--- src/rtl/fir_result_reader.sv ---
// Purpose: reads a filled 256x26 FIR output memory out sequentially and streams each word on valid/ready with a last flag.
// Ports:   clk/reset, start/num_words/busy/done control, mem_* read port (never writes), out_* result stream.
// Latency: first out_valid 2 cycles after the first read issue; up to 1 word/cycle sustained.
// Backpressure: reads stall once buffered plus in-flight words fill the 2-entry skid buffer; head word holds while out_ready=0.
module fir_result_reader #(
   parameter int DATA_W    = 26,
   parameter int ADDR_W    = 8,
   parameter int BUF_DEPTH = 2
) (
   input  logic                clk,
   input  logic                reset,
   input  logic                start,
   input  logic [ADDR_W:0]     num_words,
   output logic                busy,
   output logic                done,
   output logic                mem_nce,
   output logic                mem_nwrt,
   output logic [ADDR_W-3:0]   mem_ra,
   output logic [1:0]          mem_ca,
   input  logic [DATA_W-1:0]   mem_do,
   output logic [DATA_W-1:0]   out_data,
   output logic                out_valid,
   input  logic                out_ready,
   output logic                out_last
);

   localparam int              MAX_WORDS_I = 1 << ADDR_W;
   localparam logic [ADDR_W:0] MAX_WORDS   = MAX_WORDS_I[ADDR_W:0];

   typedef enum logic [1:0] {S_IDLE, S_READ, S_DRAIN, S_DONE} state_t;

   state_t            state_q, state_d;
   logic [ADDR_W:0]   addr_q, addr_d;   // one bit wider than the memory address so it never wraps
   logic [ADDR_W:0]   len_q, len_d;
   logic              inflight_q;        // a read was issued last cycle; mem_do is valid now
   logic              inflight_last_q;

   logic [DATA_W-1:0] buf_dat_q  [BUF_DEPTH];
   logic              buf_last_q [BUF_DEPTH];
   logic              rd_ptr_q, wr_ptr_q;
   logic [1:0]        cnt_q;

   logic              pop, push, issue, issue_last, drain_empty;
   logic [2:0]        used;

   assign out_valid = (cnt_q != 2'd0);
   assign out_data  = buf_dat_q[rd_ptr_q];
   assign out_last  = out_valid & buf_last_q[rd_ptr_q];
   assign pop       = out_valid & out_ready;
   assign push      = inflight_q;

   // Slots that will be occupied after this edge, not counting a new read.
   // Counting the word leaving this cycle lets reads continue back-to-back
   // at 1 word/cycle while still never overrunning the buffer.
   assign used       = {1'b0, cnt_q} + {2'b0, inflight_q} - {2'b0, pop};
   assign issue      = (state_q == S_READ) && (used < 3'(BUF_DEPTH));
   assign issue_last = (addr_q == len_q - 1'b1);

   // Nothing pending after this edge: buffer empties and no read returns.
   assign drain_empty = !inflight_q && ((cnt_q == 2'd0) || (cnt_q == 2'd1 && pop));

   assign mem_nce  = ~issue;
   assign mem_nwrt = 1'b1;
   assign mem_ra   = addr_q[ADDR_W-1:2];
   assign mem_ca   = addr_q[1:0];
   assign busy     = (state_q == S_READ) || (state_q == S_DRAIN);
   assign done     = (state_q == S_DONE);

   always_comb begin
      state_d = state_q;
      addr_d  = addr_q;
      len_d   = len_q;
      case (state_q)
         S_IDLE: begin
            if (start) begin
               if (num_words == '0) begin
                  state_d = S_DONE;
               end else begin
                  len_d   = (num_words > MAX_WORDS) ? MAX_WORDS : num_words;
                  addr_d  = '0;
                  state_d = S_READ;
               end
            end
         end
         S_READ: begin
            if (issue) begin
               addr_d = addr_q + 1'b1;
               if (issue_last) state_d = S_DRAIN;
            end
         end
         S_DRAIN: begin
            if (drain_empty) state_d = S_DONE;
         end
         default: state_d = S_IDLE;
      endcase
   end

   always_ff @(posedge clk or posedge reset) begin
      if (reset) begin
         state_q         <= S_IDLE;
         addr_q          <= '0;
         len_q           <= '0;
         inflight_q      <= 1'b0;
         inflight_last_q <= 1'b0;
      end else begin
         state_q         <= state_d;
         addr_q          <= addr_d;
         len_q           <= len_d;
         inflight_q      <= issue;
         inflight_last_q <= issue & issue_last;
      end
   end

   // Skid buffer: the returning word is written the edge after its read issued.
   always_ff @(posedge clk or posedge reset) begin
      if (reset) begin
         for (int i = 0; i < BUF_DEPTH; i++) begin
            buf_dat_q[i]  <= '0;
            buf_last_q[i] <= 1'b0;
         end
         rd_ptr_q <= 1'b0;
         wr_ptr_q <= 1'b0;
         cnt_q    <= 2'd0;
      end else begin
         if (push) begin
            buf_dat_q[wr_ptr_q]  <= mem_do;
            buf_last_q[wr_ptr_q] <= inflight_last_q;
            wr_ptr_q             <= ~wr_ptr_q;
         end
         if (pop) rd_ptr_q <= ~rd_ptr_q;
         cnt_q <= cnt_q + {1'b0, push} - {1'b0, pop};
      end
   end

endmodule

--- config.mk ---
export PLATFORM = sky130hd
export DESIGN_NAME = fir_result_reader
export DESIGN_NICKNAME = d
export VERILOG_FILES = /design/src/rtl/fir_result_reader.sv
export SDC_FILE = /design/constraint.sdc
export NUM_CORES = 1
export LEC_CHECK = 0
export BUFFER_PORTS_ARGS = -buffer_cell sky130_fd_sc_hd__buf_2
export CORE_ASPECT_RATIO = 0.9
export CORE_UTILIZATION = 30
export CTS_BUF_LIST = sky130_fd_sc_hd__clkbuf_4 sky130_fd_sc_hd__clkbuf_8
export CTS_CLUSTER_SIZE = 24
export DETAILED_ROUTE_END_ITERATION = 12
export GPL_ROUTABILITY_DRIVEN = 1
export HOLD_SLACK_MARGIN = 0.03
export SKIP_CTS_REPAIR_TIMING = 1
export SLEW_MARGIN = 20
export SYNTH_ARGS = -nofsm -noshare
export SYNTH_HDL_FRONTEND = slang
export SYNTH_SLANG_ARGS = --single-unit
--- constraint.sdc ---
create_clock -name clk -period 2.5 [get_ports clk]
set_input_delay 0.125 -clock clk [delete_from_list [all_inputs] [get_ports clk]]
set_output_delay 0.125 -clock clk [all_outputs]
set_load 0.005 [all_outputs]
==> metrics.cfg <==
[grt]
grt_pass1_wl_um=14400
gr-max-usage-layer=met2
gr-usage-met2_pct=22.0
grt_pass1_vias=2980
grtUsageMet1_pct=15.9
grt_max_degree=42
grt_usage_pct=13.1
gr-usage-met3_pct=4.05
overflow=0
antenna_found_initial=0

[cells_and_area]
n_antenna_cell=0
synthToLayoutAreaGrowth_pct=32.3
drive_gt1_share_pct=49.9
final_area_um2=5360
final_util_pct=41.4
fin_nets=508
finalNonFillerCells=627

[synthesis]
yosys_warnings=0
ys_ff_latch=80
synth_area_um2=4050
synth_edf_count=0
synth_nets=388
synth_cells=340
synth.distinct_cells=43
synth_area_per_cell_um2=11.9
ys.flop_type=dfrtp_1
async_reset_ff_share_pct=100
seq_area_frac_synth_pct=49.4

[detailed_routing]
dr_total_vias=2973
vias_per_cell=4.74
totalWireLength_um=8980
drtPass1Iterations=4
wl_per_cell_um=14.3
ant_nets=0
drtIter0Drc=95
drc=0

[die]
pin_count=79
rows=39
core_um2=12900
die_y_um=112
die_x_um=124
initial_core_util_pct=31.3
dieArea_um2=14000

[sta]
hold_viol_final=0
fin_skew_ns=0.00772
slew_headroom_pct=50.3
rsz0062_at_grt=yes
drv_slew=0
tns_ns=-0.617
period_share_pct=106
holdWs_ns=0.0285
fin_crit_ns=2.66
final.setup.worst_slack_ns=-0.157
fmax_ghz=0.376
setup_violations=11
tightest_slew_ns=0.746

[clocking]
root_buffer=clkbuf_8
cts_sinks=80
clock_latency_ns=0.36
max-clock-path-buffers=2
cts_tree=done
htreeDepth=3
cts_buffers=9
path_clk_slew_ns=0.08

[hold_path]
hold_path_class=input pin to flip-flop

[placed_design]
portBuffers=77
place_area_um2=4700
place_inst=577
gp_congestion=0.778
hpwl_um=6100
preCtsSetupSlack_ns=-0.0599

[worst_setup_path]
crit_path_cell_trace=inv_2, nand2_2, and2_4, ha_4, inv_2, ha_4, fa_2, buf_6, or3_4, buf_6
start_kind=flip-flop
crit_arrival_ns=2.53
crit_slowest_cell=fa_2
path_class=flip-flop to output pin
cpPeakStageDelay_ns=0.48
end_kind=output pin
critPathMaxFanout=2
critical_path_required_ns=2.38

[power_and_ir_drop]
power_mw=6.55
p_leak_nw=2.45
powerDensity_nw_per_um2=1220
ir_drop_v=0.000530

[status]
violations=negative setup slack
status=complete, but fails checks

[flow_run]
cap_violations=0

-- cell type report --
class / instances / area [µm²]
clock inverter: 3 / 42.5
inverter: 15 / 57.6
timing repair buffer: 134 / 920
fill: 1242 / 7570
sequential: 80 / 2000
tap: 164 / 205
clock buffer: 11 / 151
multi-input combinational: 220 / 1980
-- synth_stat cells (all sizes together) (2+ instances only) --
master	number	share of area (%)
nand2b	11	1.7
ha	8	2.5
o22ai	2	0.31
a31oi	2	0.31
dfrtp	80	49
buf	13	2.3
o21bai	2	0.37
nor3	3	0.37
o2111ai	2	0.43
nand2	22	2.1
nor2	9	0.83
a21oi	4	0.49
nor2b	2	0.31
mux2i	4	0.99
o21ai	19	2.3
nor4	3	0.83
clkbuf	12	1.1
nand4	2	0.31
mux2	83	23
xor2	7	1.5
nand3	7	0.86
or2	2	0.31
or3	2	0.31
o31ai	4	0.74
a211o	2	0.43
xnor2	7	1.5
and3	2	0.31
inv	15	1.4
-- final timing paths --
path | from | end | slack (ns) | depth (start not counted)
worst max-delay path | cnt_q[1] | mem_nce | -0.16 | 10
worst min-delay path | num_words[4] | len_q[4] | 0.03 | 3
worst max register to register | cnt_q[1] | addr_q[7] | -0.10 | 14
worst min register to register | wr_ptr_q | wr_ptr_q | 0.48 | 1
max in group asynchronous | reset | buf_dat_q[47] | 1.43 | 4
min in group asynchronous | reset | addr_q[4] | 0.41 | 3
-- layout by cell type, fill, tap and decap left out, types with 4 or more instances in the layout --
master and n:
inv_1 10, nand2_1 19, inv_2 4, a21oi_1 4
o21ai_1 5, xor2_1 7, clkbuf_8 11, dfrtp_1 80
mux2i_1 4, o21ai_0 10, nor2_1 8, nand3_1 6
buf_4 21, buf_6 5, nand2b_1 11, dlygate4sd3_1 30
ha_1 6, mux2_2 81, buf_2 77, xnor2_1 6
-- routing by layer --
metal | up-vias | wire [µm]
met5 | - | 0
met2 | 63 | 4490
met3 | 9 | 372
li1 | 1420 | -
met4 | 0 | 123
met1 | 1481 | 4000
-- state kept, by name, indices dropped and copies added, names as in the netlist --
signal and flops:
addr_q 9, buf_dat_q 52, buf_last_q 2, cnt_q 2, inflight_last_q 1, inflight_q 1, len_q 9, rd_ptr_q 1
state_q 2, wr_ptr_q 1
-- power breakdown --
part	switching, mW	total, mW	internal (mW)
clock	0.452	0.955	0.503
combinational	1.45	3.36	1.91
sequential	0.361	2.24	1.88
total	2.26	6.55	4.29
-- cell families after synthesis --
logic type	after synthesis	synth area share, %
buffers and inverters	40	4.85
XOR/XNOR	14	3.03
other	1	0.0926
flip-flops	80	49.4
AO/OA/AOI/OAI	41	6.67
adder cells (fa/ha/maj)	9	2.97
AND/OR/NAND/NOR	68	8.90
multiplexers	87	24.1
-- critical path: cells and delay by family, from the launching register on --
kind	cells	cell delay, ns
adder cells (fa/ha/maj)	3	0.88
buffers and inverters	4	0.36
flip-flops	1	0.39
AND/OR/NAND/NOR	3	0.54
Power figures use the tool's default switching activity.
